==> config.mk <==
export PLATFORM = sky130hd
export DESIGN_NAME = i281_regfile_sequencer
export DESIGN_NICKNAME = d
export VERILOG_FILES = /design/src/rtl/i281_pkg.sv /design/src/rtl/i281_regfile_sequencer_classify.sv /design/src/rtl/i281_regfile_sequencer.sv
export SDC_FILE = /design/constraint.sdc
export NUM_CORES = 1
export LEC_CHECK = 0
export CORE_AREA = 2 2 48 50
export DETAILED_ROUTE_END_ITERATION = 7
export DIE_AREA = 0 0 50 52
export GPL_ROUTABILITY_DRIVEN = 0
export PLACE_DENSITY = 0.8
export SYNTH_ARGS = -nofsm -noshare
export SYNTH_HDL_FRONTEND = slang
export SYNTH_SLANG_ARGS = --single-unit
==> constraint.sdc <==
create_clock -name clock -period 1.8 [get_ports clock]
set_input_delay 0.36 -clock clock [delete_from_list [all_inputs] [get_ports clock]]
set_output_delay 0.36 -clock clock [all_outputs]
set_load 0.05 [all_outputs]
==> src/rtl/i281_pkg.sv <==
// rtl/i281_pkg.sv - shared i281 opcodes, instruction field positions and sequencer state type
package i281_pkg;

  localparam logic [3:0] OPC_NOOP   = 4'h0;
  localparam logic [3:0] OPC_INPUTC = 4'h1;
  localparam logic [3:0] OPC_MOVE   = 4'h2;
  localparam logic [3:0] OPC_LOADI  = 4'h3;
  localparam logic [3:0] OPC_ADD    = 4'h4;
  localparam logic [3:0] OPC_ADDI   = 4'h5;
  localparam logic [3:0] OPC_SUB    = 4'h6;
  localparam logic [3:0] OPC_SUBI   = 4'h7;
  localparam logic [3:0] OPC_LOAD   = 4'h8;
  localparam logic [3:0] OPC_LOADF  = 4'h9;
  localparam logic [3:0] OPC_STORE  = 4'hA;
  localparam logic [3:0] OPC_STOREF = 4'hB;
  localparam logic [3:0] OPC_SHIFT  = 4'hC;
  localparam logic [3:0] OPC_CMP    = 4'hD;
  localparam logic [3:0] OPC_JUMP   = 4'hE;
  localparam logic [3:0] OPC_BRANCH = 4'hF;

  localparam int OPC_MSB = 15;
  localparam int OPC_LSB = 12;
  localparam int X_MSB   = 11;
  localparam int X_LSB   = 10;
  localparam int Y_MSB   = 9;
  localparam int Y_LSB   = 8;

  typedef enum logic [1:0] {IDLE, DECODE, EXEC, WRITE} seq_state_t;

  function automatic logic writes_reg(input logic [3:0] opc);
    case (opc)
      OPC_MOVE, OPC_LOADI, OPC_ADD, OPC_ADDI, OPC_SUB, OPC_SUBI,
      OPC_LOAD, OPC_LOADF, OPC_SHIFT: writes_reg = 1'b1;
      default:                        writes_reg = 1'b0;
    endcase
  endfunction

endpackage

==> src/rtl/i281_regfile_sequencer_classify.sv <==
// rtl/i281_regfile_sequencer_classify.sv - combinational opcode classifier (i281_opc_classify)
module i281_opc_classify
  import i281_pkg::*;
(
  input  logic [3:0] opc,
  output logic       writes,
  output logic       is_load,
  output logic       uses_y
);

  always_comb begin
    writes  = writes_reg(opc);
    is_load = (opc == OPC_LOAD) || (opc == OPC_LOADF);
    uses_y  = !((opc == OPC_SHIFT) || (opc == OPC_LOADI));
  end

endmodule

==> src/rtl/i281_regfile_sequencer.sv <==
// rtl/i281_regfile_sequencer.sv - DECODE/EXEC/WRITE sequencer driving register file selects c4..c10
// Optional retire counter port enabled by defining I281_SEQ_RETIRE_CNT_EN.
module i281_regfile_sequencer
  import i281_pkg::*;
#(
  parameter int MEM_LAT = 1,
  parameter int INSTR_W = 16
) (
  input  logic               clock,
  input  logic               reset,
  input  logic               run,
  input  logic               instr_valid,
  input  logic [INSTR_W-1:0] instr,
  output logic               instr_ready,
  output logic               c4,
  output logic               c5,
  output logic               c6,
  output logic               c7,
  output logic               c8,
  output logic               c9,
  output logic               c10,
  output logic               mem_rd,
  output logic               busy
`ifdef I281_SEQ_RETIRE_CNT_EN
  ,
  output logic [15:0]        retire_cnt
`endif
);

  localparam logic [3:0] LOAD_CNT = 4'(MEM_LAT - 1);

  seq_state_t         state_q, state_d;
  logic [INSTR_W-1:0] ir_q, ir_d;
  logic [3:0]         cnt_q, cnt_d;
  logic               cls_writes, cls_is_load, cls_uses_y;
  logic [1:0]         x_f, y_f;
  logic               unused_imm;

  assign x_f        = ir_q[X_MSB:X_LSB];
  assign y_f        = ir_q[Y_MSB:Y_LSB];
  assign unused_imm = ^ir_q[Y_LSB-1:0];

  i281_opc_classify u_classify (
    .opc     (ir_q[OPC_MSB:OPC_LSB]),
    .writes  (cls_writes),
    .is_load (cls_is_load),
    .uses_y  (cls_uses_y)
  );

  // Everything freezes while run is low, so a resume picks up mid-instruction.
  always_comb begin
    state_d = state_q;
    ir_d    = ir_q;
    cnt_d   = cnt_q;
    if (run) begin
      case (state_q)
        IDLE: begin
          if (instr_valid) begin
            ir_d    = instr;
            state_d = DECODE;
          end
        end
        DECODE: begin
          state_d = EXEC;
          cnt_d   = cls_is_load ? LOAD_CNT : 4'd0;
        end
        EXEC: begin
          if (cnt_q != 4'd0) cnt_d = cnt_q - 4'd1;
          else               state_d = cls_writes ? WRITE : IDLE;
        end
        default: state_d = IDLE;
      endcase
    end
  end

  always_ff @(posedge clock or posedge reset) begin
    if (reset) begin
      state_q <= IDLE;
      ir_q    <= '0;
      cnt_q   <= '0;
    end else begin
      state_q <= state_d;
      ir_q    <= ir_d;
      cnt_q   <= cnt_d;
    end
  end

  always_comb begin
    instr_ready = (state_q == IDLE) && run;
    busy        = (state_q != IDLE);
    {c4, c5}    = busy ? x_f : 2'b00;
    {c6, c7}    = (busy && cls_uses_y) ? y_f : 2'b00;
    {c8, c9}    = (state_q == WRITE) ? x_f : 2'b00;
    c10         = (state_q == WRITE) && run;
    mem_rd      = (state_q == EXEC) && cls_is_load && run;
  end

`ifdef I281_SEQ_RETIRE_CNT_EN
  logic [15:0] retire_cnt_q, retire_cnt_d;

  always_comb begin
    retire_cnt_d = retire_cnt_q;
    if (state_q != IDLE && state_d == IDLE) retire_cnt_d = retire_cnt_q + 16'd1;
  end

  always_ff @(posedge clock or posedge reset) begin
    if (reset) retire_cnt_q <= '0;
    else       retire_cnt_q <= retire_cnt_d;
  end

  assign retire_cnt = retire_cnt_q;
`endif

endmodule
==> results.sh <==
export IMPL_diodes=0
export IMPL_use_met2=0.327
export IMPL_nets=133
export IMPL_placementRows=17
export IMPL_fp_dieW_microns=50
export IMPL_drtIter0Drc=17
export IMPL_viasPerCell=5.23
export IMPL_seq_area_frac_synth=0.401
export IMPL_ir_drop_mv=1.17
export IMPL_p_leak_nw=0.615
export IMPL_arrival_ps=1510
export IMPL_ys_ff_latch=14
export IMPL_ys_async_sr_fraction=1.00
export IMPL_cts_tree="yes"
export IMPL_r2r_slack_ps=230
export IMPL_maxCapViolations=0
export IMPL_hold_path_class="input port to async pin"
export IMPL_synth_distinct_cells=34
export IMPL_dr_pass1_iters=4
export IMPL_io_buffers=21
export IMPL_fp_dieArea_sq_um=2600
export IMPL_die_h_microns=52
export IMPL_outcome="complete, but fails checks"
export IMPL_seq_power_share=0.242
export IMPL_synth_edf_count=0
export IMPL_final_util=0.639
export IMPL_grt_pass1_vias=727
export IMPL_p_int_mw=1.38
export IMPL_r2r_end="ir_q[12]"
export IMPL_netlist_instances=79
export IMPL_rsz0062_at_grt="true"
export IMPL_violations="negative setup slack"
export IMPL_drive_gt1_frac=0.414
export IMPL_ios=30
export IMPL_clk_latency_ps=300
export IMPL_grt_ovfl_total=0
export IMPL_clock_path_buffers=2
export IMPL_clkTransAtPathRegs_ps=100
export IMPL_p_sw_frac=0.421
export IMPL_multi_input_area_sq_um=504
export IMPL_start_util=0.415
export IMPL_p_switching_mw=1.01
export IMPL_start_kind="flip-flop"
export IMPL_grt_pass1_wl_microns=3330
export IMPL_combPwrFrac=0.657
export IMPL_r2r_cells=5
export IMPL_antenna_found_initial=0
export IMPL_synth_area_sq_um=873
export IMPL_report_final_slew_viol_count=0
export IMPL_worst_slew_pin_transition_ps=545
export IMPL_timing_hold_ws_ps=404
export IMPL_clock_sinks=14
export IMPL_htree_levels=1
export IMPL_p_clk_frac=0.101
export IMPL_maxSlewHeadroom=0.636
export IMPL_regArea_sq_um=353
export IMPL_final_cell_mix="dfrtp_1 (12), buf_4 (11), clkdlybuf4s50_1 (10), buf_12 (10), mux2_4 (8)"
export IMPL_slowest_stage="or3_4"
export IMPL_finalHoldViolCount=0
export IMPL_syn_nets=100
export IMPL_place_hpwl_microns=1370
export IMPL_cpPeakStageDelay_ps=410
export IMPL_fmax_mhz=536
export IMPL_holdBufCountCts=0
export IMPL_cts_root_buf="clkbuf_4"
export IMPL_endpoint_kind="output port"
export IMPL_met3_usage=0.0661
export IMPL_clock_skew_ps=6.10
export IMPL_finalSetupViolCount=3
export IMPL_place_inst=128
export IMPL_period_share=1.04
export IMPL_layout_cells_non_filler=139
export IMPL_grt_most_used_layer="met2"
export IMPL_setup_ws_ps=-67.0
export IMPL_route_final_wire_length_microns=2060
export IMPL_syn_to_final_growth_pct=54.2
export IMPL_layout_min_cycle_time_ps=1870
export IMPL_worstSetupPathType="flip-flop to output port"
export IMPL_syn_avg_cell_area_sq_um=11.1
export IMPL_grt_max_degree=15
export IMPL_cts_buffers=3
export IMPL_num_vias=727
export IMPL_worstPathRequired_ps=1440
export IMPL_ys_warnings_count=0
export IMPL_pwr_density_cell_nw_per_um2=1780
export IMPL_use_met1=0.183
export IMPL_synth_flop_cell="dfrtp_1"
export IMPL_core_area_sq_um=2110
export IMPL_fill_cells=160
export IMPL_critPathMaxFanout=3
export IMPL_power_mw=2.39
export IMPL_mostFrequentLayoutCell="dfrtp_1"
export IMPL_wl_per_cell_microns=14.8
export IMPL_drc=0
export IMPL_gr_usage_all_layers=0.175
export IMPL_reg2reg_from="state_q[1]"
export IMPL_ant_nets=0
export IMPL_path_cells="nand2_1 > or3_4 > nor3_4 > buf_12"
==> cells in the mapped netlist (2+ instances only) <==
cell       count  area share
nor4_1         2       0.014
inv_1          7       0.030
o21ai_0        3       0.017
and2_1         4       0.029
dfrtp_1       14        0.40
a21oi_1        2       0.011
nor2b_1        5       0.036
buf_6          2       0.026
or3_1          2       0.014
o2bb2ai_1      3       0.030
and3_1         2       0.014
nor2_1         2      0.0086
mux2_4         8        0.14
a32oi_1        2       0.020
nand2_1        2      0.0086
==> worst max-delay path by stage <==
| stage | start | to | slack [ps] | cells after the start |
|---|---|---|---|---|
| 6_report | state_q[1] | mem_rd | -70 | 4 |
| 5_1_grt | state_q[1] | mem_rd | -150 | 4 |
| 4_1_cts | state_q[1] | mem_rd | -80 | 4 |
| 3_5_place_dp | run | mem_rd | -170 | 5 |
| 3_3_place_gp | run | mem_rd | -180 | 5 |
| 2_1_floorplan | state_q[0] | mem_rd | 60 | 3 |
==> sequential cells by signal, indices dropped and copies added, names as in the netlist <==
signal,count
cnt_q,4
state_q,2
ir_q,8
==> critical path, delay by kind of cell, from the launching register on <==
family	cells	cell delay (ps)
buf+inv	1	160
flops	1	390
simple gates	3	670
==> routing by layer <==
metal | vias to the layer above | wire, microns
li1 | 353 | -
met1 | 347 | 856
met2 | 24 | 1080
met3 | 3 | 110
met4 | 0 | 14
met5 | - | 0
==> cell families (layout without fill, tap and decap cells) <==
kind of cell,Yosys count,count (layout),synth area share
flops,14,14,0.401
fa+ha+maj,1,1,0.0143
buf+inv,11,43,0.0702
mux,8,8,0.138
simple gates,27,27,0.203
compound gates,18,18,0.173
==> through the flow <==
| step | setup slack, ps | TNS (ps) | cell area (sq um) |
|---|---|---|---|
| final | -67.0 | -176 | 1350 |
| after global routing | -148 | -404 | 1350 |
| after CTS | -79.7 | -159 | 1330 |
| after detailed placement | -172 | -172 | 1220 |
| after global placement | -178 | -178 | 1220 |
| after floorplan | 59.6 | 0 | 885 |
==> layout make-up <==
| cell class | instances | area share |
|---|---|---|
| clock buffers | 4 | 0.0270 |
| well taps | 28 | 0.0260 |
| repair buffers | 32 | 0.291 |
| flip-flops and latches | 14 | 0.262 |
| inverters | 7 | 0.0195 |
| multi-input cells | 54 | 0.375 |
==> what timing repair did <==
item	4_1_cts	5_1_grt
gates resized for setup	9	0
buffers inserted	5	2
pin swaps	4	3
setup endpoints to repair	3	4
==> power by group through the flow <==
| stage | registers, mW | clock network [mW] | logic (mW) |
|---|---|---|---|
| after floorplan | 0.519 | 0 | 0.833 |
| after global placement | 0.556 | 0 | 1.34 |
| after detailed placement | 0.564 | 0 | 1.36 |
| after CTS | 0.564 | 0.246 | 1.53 |
| after global routing | 0.589 | 0.261 | 1.65 |
| final | 0.578 | 0.242 | 1.57 |
Power figures use the tool's default switching activity.
